## src/rtl/keypad_entry_ctrl_if.sv

```systemverilog
// rtl/keypad_entry_ctrl_if.sv - keypad scanner input and code-entry status bundle
interface keypad_entry_ctrl_if;
  logic        sample_en;
  logic [11:0] key_data;
  logic [15:0] code_bcd;
  logic [2:0]  digit_count;
  logic        unlock;
  logic        code_ok;
  logic        code_err;
  logic        locked;

  modport master (
    output sample_en, key_data,
    input  code_bcd, digit_count, unlock, code_ok, code_err, locked
  );

  modport slave (
    input  sample_en, key_data,
    output code_bcd, digit_count, unlock, code_ok, code_err, locked
  );
endinterface

```

## src/rtl/keypad_entry_ctrl.sv

```systemverilog
// rtl/keypad_entry_ctrl.sv - debounced keypad code entry with unlock; KEYPAD_LOCKOUT_EN adds failure lockout
module keypad_entry_ctrl #(
  parameter int              DEBOUNCE_CNT = 4,
  parameter int              MAX_DIGITS   = 4,
  parameter logic [15:0]     PASSCODE     = 16'h1234,
  parameter int              LOCK_SAMPLES = 1000
) (
  input  logic               clk,
  input  logic               rst,
  keypad_entry_ctrl_if.slave kp
);

  localparam logic [1:0] RELEASED  = 2'd0;
  localparam logic [1:0] PRESS_CHK = 2'd1;
  localparam logic [1:0] HELD      = 2'd2;
  localparam logic [1:0] REL_CHK   = 2'd3;

  localparam logic [3:0]  DC        = 4'(DEBOUNCE_CNT);
  localparam logic [2:0]  MAXD      = 3'(MAX_DIGITS);
  localparam logic [15:0] CODE_MASK = 16'((32'h1 << (MAX_DIGITS * 4)) - 32'h1);
  localparam logic [15:0] PASS_M    = PASSCODE & CODE_MASK;
  localparam logic [3:0]  KEY_STAR  = 4'd9;
  localparam logic [3:0]  KEY_ZERO  = 4'd10;
  localparam logic [3:0]  KEY_HASH  = 4'd11;

  logic        key_valid;
  logic [3:0]  key_idx;

  logic [1:0]  state;
  logic [3:0]  cnt;
  logic [3:0]  cnt_inc;
  logic [3:0]  cur_key;
  logic        armed;
  logic        key_evt;
  logic [3:0]  evt_key;
  logic        evt_live;

  logic [15:0] code_r;
  logic [2:0]  digits_r;
  logic        unlock_r;
  logic        ok_r;
  logic        err_r;
  logic        locked_r;

  logic        is_digit;
  logic [3:0]  digit_val;
  logic        hash_ok;

  always_comb begin
    key_valid = (kp.key_data != 12'd0) &&
                ((kp.key_data & (kp.key_data - 12'd1)) == 12'd0);
    key_idx = 4'd0;
    for (int i = 0; i < 12; i++) begin
      if (kp.key_data[i]) key_idx = 4'(i);
    end
  end

  assign cnt_inc = cnt + 4'd1;

  // After reset the controller stays disarmed until DEBOUNCE_CNT idle samples
  // have been seen, so a key still held across reset never produces an event.
  always_ff @(posedge clk) begin
    if (rst) begin
      state   <= RELEASED;
      cnt     <= 4'd0;
      cur_key <= 4'd0;
      armed   <= 1'b0;
      key_evt <= 1'b0;
      evt_key <= 4'd0;
    end else begin
      key_evt <= 1'b0;
      if (kp.sample_en) begin
        case (state)
          RELEASED: begin
            if (!armed) begin
              if (key_valid) begin
                cnt <= 4'd0;
              end else if (cnt_inc >= DC) begin
                armed <= 1'b1;
                cnt   <= 4'd0;
              end else begin
                cnt <= cnt_inc;
              end
            end else if (key_valid) begin
              cur_key <= key_idx;
              if (DC == 4'd1) begin
                key_evt <= 1'b1;
                evt_key <= key_idx;
                state   <= HELD;
                cnt     <= 4'd0;
              end else begin
                cnt   <= 4'd1;
                state <= PRESS_CHK;
              end
            end
          end
          PRESS_CHK: begin
            if (!key_valid) begin
              state <= RELEASED;
              cnt   <= 4'd0;
            end else if (key_idx != cur_key) begin
              cur_key <= key_idx;
              cnt     <= 4'd1;
            end else if (cnt_inc == DC) begin
              key_evt <= 1'b1;
              evt_key <= cur_key;
              state   <= HELD;
              cnt     <= 4'd0;
            end else begin
              cnt <= cnt_inc;
            end
          end
          HELD: begin
            if (!key_valid) begin
              if (DC == 4'd1) begin
                state <= RELEASED;
                cnt   <= 4'd0;
              end else begin
                state <= REL_CHK;
                cnt   <= 4'd1;
              end
            end
          end
          default: begin
            if (key_valid) begin
              state <= HELD;
              cnt   <= 4'd0;
            end else if (cnt_inc == DC) begin
              state <= RELEASED;
              cnt   <= 4'd0;
            end else begin
              cnt <= cnt_inc;
            end
          end
        endcase
      end
    end
  end

  always_comb begin
    is_digit  = (evt_key <= 4'd8) || (evt_key == KEY_ZERO);
    digit_val = (evt_key == KEY_ZERO) ? 4'd0 : (evt_key + 4'd1);
    hash_ok   = (digits_r == MAXD) && (code_r == PASS_M);
  end

`ifdef KEYPAD_LOCKOUT_EN
  localparam int LW = $clog2(LOCK_SAMPLES + 1);

  logic [1:0]    fail_cnt;
  logic [LW-1:0] lock_cnt;

  // lock_cnt counts down the remaining sample_en ticks of the lockout.
  always_ff @(posedge clk) begin
    if (rst) begin
      fail_cnt <= 2'd0;
      lock_cnt <= '0;
      locked_r <= 1'b0;
    end else if (locked_r) begin
      if (kp.sample_en) begin
        if (lock_cnt == LW'(1)) begin
          locked_r <= 1'b0;
          fail_cnt <= 2'd0;
          lock_cnt <= '0;
        end else begin
          lock_cnt <= lock_cnt - LW'(1);
        end
      end
    end else if (key_evt && (evt_key == KEY_HASH)) begin
      if (hash_ok) begin
        fail_cnt <= 2'd0;
      end else if (fail_cnt == 2'd2) begin
        fail_cnt <= 2'd3;
        locked_r <= 1'b1;
        lock_cnt <= LW'(LOCK_SAMPLES);
      end else begin
        fail_cnt <= fail_cnt + 2'd1;
      end
    end
  end

  assign evt_live = key_evt && !locked_r;
`else
  assign locked_r = 1'b0;
  assign evt_live = key_evt;
`endif

  always_ff @(posedge clk) begin
    if (rst) begin
      code_r   <= 16'd0;
      digits_r <= 3'd0;
      unlock_r <= 1'b0;
      ok_r     <= 1'b0;
      err_r    <= 1'b0;
    end else begin
      ok_r  <= 1'b0;
      err_r <= 1'b0;
      if (evt_live) begin
        if (is_digit) begin
          if (digits_r < MAXD) begin
            code_r   <= {code_r[11:0], digit_val} & CODE_MASK;
            digits_r <= digits_r + 3'd1;
          end
        end else if (evt_key == KEY_STAR) begin
          code_r   <= 16'd0;
          digits_r <= 3'd0;
          unlock_r <= 1'b0;
        end else if (evt_key == KEY_HASH) begin
          code_r   <= 16'd0;
          digits_r <= 3'd0;
          if (hash_ok) begin
            unlock_r <= 1'b1;
            ok_r     <= 1'b1;
          end else begin
            unlock_r <= 1'b0;
            err_r    <= 1'b1;
          end
        end
      end
    end
  end

  assign kp.code_bcd    = code_r;
  assign kp.digit_count = digits_r;
  assign kp.unlock      = unlock_r;
  assign kp.code_ok     = ok_r;
  assign kp.code_err    = err_r;
  assign kp.locked      = locked_r;

endmodule

```

## src/flat_wrapper.sv

```systemverilog
// flat-port wrapper written by rule: the top's interface ports become plain ports
module keypad_entry_ctrl_flat 
#(
  parameter int              DEBOUNCE_CNT = 4,
  parameter int              MAX_DIGITS   = 4,
  parameter logic [15:0]     PASSCODE     = 16'h1234,
  parameter int              LOCK_SAMPLES = 1000
)
  (clk, rst, kp_sample_en, kp_key_data, kp_code_bcd, kp_digit_count, kp_unlock, kp_code_ok, kp_code_err, kp_locked);
  keypad_entry_ctrl_if kp_i ();
  input  logic clk;
  input  logic rst;
  input wire logic [$bits(kp_i.sample_en)-1:0] kp_sample_en;
  input wire logic [$bits(kp_i.key_data)-1:0] kp_key_data;
  output wire logic [$bits(kp_i.code_bcd)-1:0] kp_code_bcd;
  output wire logic [$bits(kp_i.digit_count)-1:0] kp_digit_count;
  output wire logic [$bits(kp_i.unlock)-1:0] kp_unlock;
  output wire logic [$bits(kp_i.code_ok)-1:0] kp_code_ok;
  output wire logic [$bits(kp_i.code_err)-1:0] kp_code_err;
  output wire logic [$bits(kp_i.locked)-1:0] kp_locked;
  assign kp_i.sample_en = kp_sample_en;
  assign kp_i.key_data = kp_key_data;
  assign kp_code_bcd = kp_i.code_bcd;
  assign kp_digit_count = kp_i.digit_count;
  assign kp_unlock = kp_i.unlock;
  assign kp_code_ok = kp_i.code_ok;
  assign kp_code_err = kp_i.code_err;
  assign kp_locked = kp_i.locked;
  keypad_entry_ctrl #(.DEBOUNCE_CNT(DEBOUNCE_CNT), .MAX_DIGITS(MAX_DIGITS), .PASSCODE(PASSCODE), .LOCK_SAMPLES(LOCK_SAMPLES)) u_core (.clk(clk), .rst(rst), .kp(kp_i));
endmodule
```

## config.mk

```make
export PLATFORM = sky130hd
export DESIGN_NAME = keypad_entry_ctrl_flat
export DESIGN_NICKNAME = d
export VERILOG_FILES = /design/src/rtl/keypad_entry_ctrl_if.sv /design/src/rtl/keypad_entry_ctrl.sv /design/src/flat_wrapper.sv
export SDC_FILE = /design/constraint.sdc
export NUM_CORES = 1
export LEC_CHECK = 0
export BUFFER_PORTS_ARGS = -buffer_cell sky130_fd_sc_hd__buf_2
export CAP_MARGIN = 20
export CORE_UTILIZATION = 30
export DETAILED_ROUTE_END_ITERATION = 7
export PLACE_DENSITY = 0.54
export SETUP_SLACK_MARGIN = 0.15
export SYNTH_ARGS = -nofsm -noshare
export SYNTH_HDL_FRONTEND = slang
export SYNTH_SLANG_ARGS = --single-unit
```

## constraint.sdc

```tcl
create_clock -name clk -period 2.4 [get_ports clk]
set_clock_uncertainty 0.2 [all_clocks]
set_input_delay 0.24 -clock clk [delete_from_list [all_inputs] [get_ports clk]]
set_output_delay 0.24 -clock clk [all_outputs]
set_load 0.1 [all_outputs]
```

== Word-level counts from Yosys, hierarchy flattened ==
Cells that the tools add are included.

* Register bits after elaboration: 38
* Input port bits: 15
* Output and inout bits: 23
* Word-level logic and storage cells: 115

* Add/sub/neg operators: 4
* $lt $le $gt $ge: 3
* Eq/ne operators: 18
* Mux-type cells: 52
* Bitwise operators: 8
* Reduce and logical (&&, ||, !) cells: 19

{| class="wikitable"
|+ Operators by type and width
! cell !! count
|-
| $mux 4 || 24
|-
| $mux 16 || 4
|-
| $eq 16x13->1 const B || 1
|-
| $mux 2 || 8
|-
| $and 12x12->12 || 1
|-
| $eq 4x4->1 const B || 3
|-
| $logic_not 12->1 || 1
|-
| $mux 3 || 4
|-
| $pmux 4 s3 || 1
|-
| $reduce_bool 12->1 || 1
|-
| $sub 12x1->12 const B || 1
|-
| $reduce_or 5->1 || 2
|-
| $mux 1 || 9
|-
| $reduce_and 3->1 || 3
|-
| $add 4x1->4 const B || 2
|-
| $ne 2x1->1 const B || 4
|-
| $pmux 4 s2 || 1
|-
| $not 1->1 || 7
|-
| $reduce_and 7->1 || 1
|-
| $ne 3x3->1 const B || 2
|-
| $pmux 2 s3 || 1
|-
| $reduce_and 6->1 || 1
|-
| $reduce_and 5->1 || 1
|-
| $eq 4x3->1 const B || 1
|-
| 17 further kinds || 20
|}

== Longest topological paths before layout ==
* Depth in word-level cells: 15
* Gate-level depth with buffers: 9
* Mapped depth without buffers: 9

== Worst setup path before layout ==
OpenSTA, ideal clock, no wires.

* Kind: in2reg
* From: input port kp_key_data[1]
* To: register u_core.evt_key[1]
* Library setup time: 0.132 ns
* Arrival time: 2.302 ns
* Required time: 2.068 ns
* Slack: -0.234 ns
* Cell stages on the path: 7
* Path through: or4_4 > nor2_1 > mux2i_1 > o2111ai_4 > or4_4 > o21ai_1 > a21oi_1

* Word-level cells in the longest chain between the ends: 14
* Elaborated cells on any way between the ends: 19

{| class="wikitable"
|+ Ends and longest elaborated chain
! element !! line !! source
|-
| start: declaration || flat_wrapper.sv:14 || <nowiki>input wire logic [$bits(kp_i.key_data)-1:0] kp_key_data;</nowiki>
|-
| $mux 1 || keypad_entry_ctrl.sv:54 || <nowiki>if (kp.key_data[i]) key_idx = 4'(i);</nowiki>
|-
| $mux 4 (10 in a row) || keypad_entry_ctrl.sv:54 ||
|-
| $ne 4x4->1 || keypad_entry_ctrl.sv:101 || <nowiki>end else if (key_idx != cur_key) begin</nowiki>
|-
| $not 1->1 (no source line) || -- ||
|-
| $reduce_and 5->1 (no source line) (*) || -- ||
|-
| end signal: assignment || keypad_entry_ctrl.sv:88 || <nowiki>evt_key <= key_idx;</nowiki>
|-
| end signal: assignment || keypad_entry_ctrl.sv:106 || <nowiki>evt_key <= cur_key;</nowiki>
|-
| end: declaration || keypad_entry_ctrl.sv:35 || <nowiki>logic [3:0] evt_key;</nowiki>
|}

Mark *: on every way between the ends. The rest lies on a longest branch, timed or not.
A chain may end at the register's enable or synchronous reset.

== Final worst setup path ==
* From: input port kp_key_data[2]
* To: register u_core.evt_key[1]

* Word-level cells in the longest chain between the ends: 13
* Elaborated cells on any way between the ends: 18

{| class="wikitable"
|+ Ends and longest elaborated chain
! element !! line
|-
| $mux 4 (10 in a row) || keypad_entry_ctrl.sv:54
|-
| $ne 4x4->1 || keypad_entry_ctrl.sv:101
|-
| $not 1->1 (no source line) || --
|-
| $reduce_and 5->1 (no source line) (*) || --
|}

Marks and branches as above.

==> impl_metrics.py <==
metrics = {
    "final_layout": {
        "area_growth_pct": 40.5,
        "layout-drive-gt1-share_pct": 36.0,
        "diodes": 0,
        "register_area_um2": 762,
        "multiInputGateArea_mm2": 0.00152,
        "layout.nets": 364,
        "fin_area_mm2": 0.00308,
        "stdcell_count": 438,
        "fillers": 698,
        "final_core_util_pct": 44.5,
    },
    "drt": {
        "wl_met3_um": 156,
        "wl_per_cell_um": 13.2,
        "vias": 2229,
        "routed_via_density": 5.09,
        "dr_wl_met2_um": 2760,
        "firstDrtPassIters": 4,
        "drt-total-wl_um": 5790,
        "drc": 0,
        "dr.max_layer_used": "met4",
        "drt_first_iter_violations": 100,
        "ant_nets": 0,
        "drt-met1-wl_um": 2850,
    },
    "global_route": {
        "grt_pass1_vias": 2056,
        "globalRouteTotalUtil_pct": 15.9,
        "grt_overflow": 0,
        "grt_max_degree": 22,
        "grt_first_pass_wirelength_um": 9670,
        "antenna_found_initial": 0,
    },
    "clock_tree": {
        "path_clk_slew_ns": 0.08,
        "clockBufferDepth": 2,
        "cts_tree": "built",
        "cts-buffers-inserted": 5,
        "cts_sinks": 38,
        "clk_latency_ns": 0.28,
        "cts_root_buf": "clkbuf_8",
        "cts_max_level": 2,
        "postCtsHoldBufs": 0,
    },
    "power_and_ir_drop": {
        "vdd_ir_drop_max_mv": 0.246,
        "combPwrFrac_pct": 12.0,
        "power_w": 0.00136,
        "p_clk_share_pct": 41.2,
        "internal-power_w": 0.00104,
        "switchingPower_w": 0.000322,
        "p_leak_nw": 1.19,
        "p_per_area_mw_per_mm2": 444,
        "seqPwrFrac_pct": 46.8,
        "switching_share_pct": 23.6,
    },
    "floorplanning": {
        "core_area_mm2": 0.00691,
        "num_rows": 30,
        "die_area_mm2": 0.00764,
        "dieHeight_um": 87.4,
        "initial_core_util_pct": 31.7,
        "die_w_um": 87.4,
        "ios": 38,
    },
    "synthesis": {
        "ys_seq_area_share_pct": 34.8,
        "synth_top_cells_by_area": "dfxtp_1 (35%), a21oi_1 (5.9%), nor2_1 (5.3%)",
        "syn_area_per_cell_um2": 8.10,
        "synth_edf_count": 0,
        "synth-main-ff-cell": "dfxtp_1",
        "netlist.area_leader.share_pct": 34.8,
        "synth_seq_cells": 38,
        "netlist_area_mm2": 0.00219,
        "async_flop_share_pct": 0,
        "ys_warn_count": 0,
        "synth_top_area_cell": "dfxtp_1",
        "synth_cell_types": 59,
        "syn_nets": 292,
        "netlist_instances": 270,
    },
    "critical_path": {
        "cp-start-kind": "primary input",
        "rr_startpoint": "u_core.cnt[0]",
        "end_kind": "register",
        "crit_fanout": 5,
        "r2r_setup_slack_ns": 0.25,
        "critPathLaunch": "kp_key_data[2]",
        "worstPathArrival_ns": 2.31,
        "crit_required_ns": 2.36,
        "critPathKind": "in -> reg",
    },
    "timing": {
        "slew_violations": 0,
        "setup_viol": 0,
        "setup_tns_ns": 0,
        "hold_violations": 0,
        "rsz0062_at_grt": "yes",
        "timing.final.crit_share_pct": 98.1,
        "clock.fmax_ghz": 0.425,
        "period_needed_ns": 2.35,
    },
    "placed_design": {
        "gp_congestion": 0.808,
        "place_inst": 424,
        "hpwl_um": 4110,
        "place_area_mm2": 0.00276,
        "io_buffers": 36,
    },
    "run_status": {
        "status": "finished, final reports clean",
    },
    "job": {
        "cap_violations": 0,
    },
    "min_path": {
        "hp-class": "in -> reg",
        "hold_start": "kp_sample_en",
    },
}
==> placed cells by master, fill, tap and decap left out, types with 5 or more instances in the layout <==
| cell type | instances |
|---|---|
| a21oi_1 | 26 |
| buf_6 | 5 |
| dfxtp_1 | 37 |
| nand3_1 | 21 |
| nor3_1 | 6 |
| ha_1 | 7 |
| buf_4 | 38 |
| buf_2 | 34 |
| o211ai_1 | 7 |
| nor2_1 | 28 |
| clkbuf_8 | 6 |
| nand2_1 | 22 |
| inv_1 | 12 |
==> power groups by stage <==
stage | Combinational, W | Clock [W] | Sequential [W]
floorplan | 0.0000767 | 0 | 0.000652
global placement | 0.000143 | 0 | 0.000652
detailed placement | 0.000143 | 0 | 0.000652
CTS | 0.000147 | 0.000575 | 0.000637
global route | 0.000179 | 0.000607 | 0.000639
finish | 0.000164 | 0.000561 | 0.000638
==> layer usage <==
layer | GRT usage (%) | vias to the layer above
li1 | - | 1144
met1 | 21.8 | 1058
met5 | 0 | -
met4 | 4.02 | 0
met3 | 2.84 | 2
met2 | 25.6 | 25
==> worst max-delay path: stages <==
cell and delay, ns:
buf_6 0.09, or4_4 0.58, nor2_4 0.17, mux2i_4 0.31, o2111ai_4 0.19, or4_4 0.50, o21ai_2 0.15, a21oi_1 0.07
==> sequential cells by signal, summed over array words and instances (netlist names), 3 cells and up, named ones only <==
name,count
u_core.cur_key,4
u_core.evt_key,4
u_core.kp.code_bcd,16
u_core.kp.digit_count,3
u_core.cnt,4
==> through the flow <==
| step | hold slack (ns) | setup WS [ns] |
|---|---|---|
| floorplan | 0.216 | -0.0450 |
| finish | 0.132 | 0.0451 |
| detailed placement | 0.243 | -0.268 |
| global placement | 0.232 | -0.234 |
| CTS | 0.113 | 0.0501 |
| global route | 0.128 | -0.0465 |
==> final timing paths <==
| kind | to | cells after the start |
|---|---|---|
| hold reg to reg | u_core.kp.unlock | 1 |
| hold / removal | u_core.evt_key[2] | 3 |
| setup / recovery | u_core.evt_key[1] | 8 |
| setup reg to reg | u_core.evt_key[1] | 5 |
==> layout make-up <==
cell class                      instances  share of cell area [%]
Multi-Input combinational cell        208                    49.6
Sequential cell                        38                    24.8
Timing Repair Buffer                   77                    16.6
Tap cell                               96                    3.91
Clock buffer                            6                    2.69
Inverter                               12                    1.46
Clock inverter                          1                   0.976
==> cell usage after synthesis, types with 2 or more instances <==
master,count
dfxtp_1,38
nor2_1,31
a21oi_1,26
nand2_1,22
nand3_1,21
inv_1,12
clkbuf_1,11
ha_1,7
nor3_1,7
o211ai_1,7
o21ai_0,6
a311oi_1,4
mux2i_1,4
nor4_1,4
o21ai_1,4
xnor2_1,4
and3_1,3
nand2b_1,3
nor2b_1,3
o211a_1,3
o311a_1,3
a31oi_1,2
nand3b_1,2
nand4b_1,2
nor4b_1,2
o31ai_1,2
or2_2,2
or4_1,2
or4_4,2
or4b_2,2
==> repair_timing <==
item,in CTS,in global routing
gates resized for setup,6,23
pin swaps,3,14
setup buffers,2,5
endpoints found under the setup margin,9,15
hold endpoints to repair,0,0
==> cell families (layout without fill, tap and decap cells) <==
logic type	Yosys count	after routing	synth area share, %
buffers and inverters	24	96	4.29
adder cells (fa/ha/maj)	8	8	4.46
XOR/XNOR	5	5	2.00
flip-flops	38	38	34.8
multiplexers	5	5	2.34
AND/OR/NAND/NOR	116	116	28.4
AO/OA/AOI/OAI	73	73	23.6
other	1	1	0.171
No activity file was read; power rests on OpenSTA's default activity.
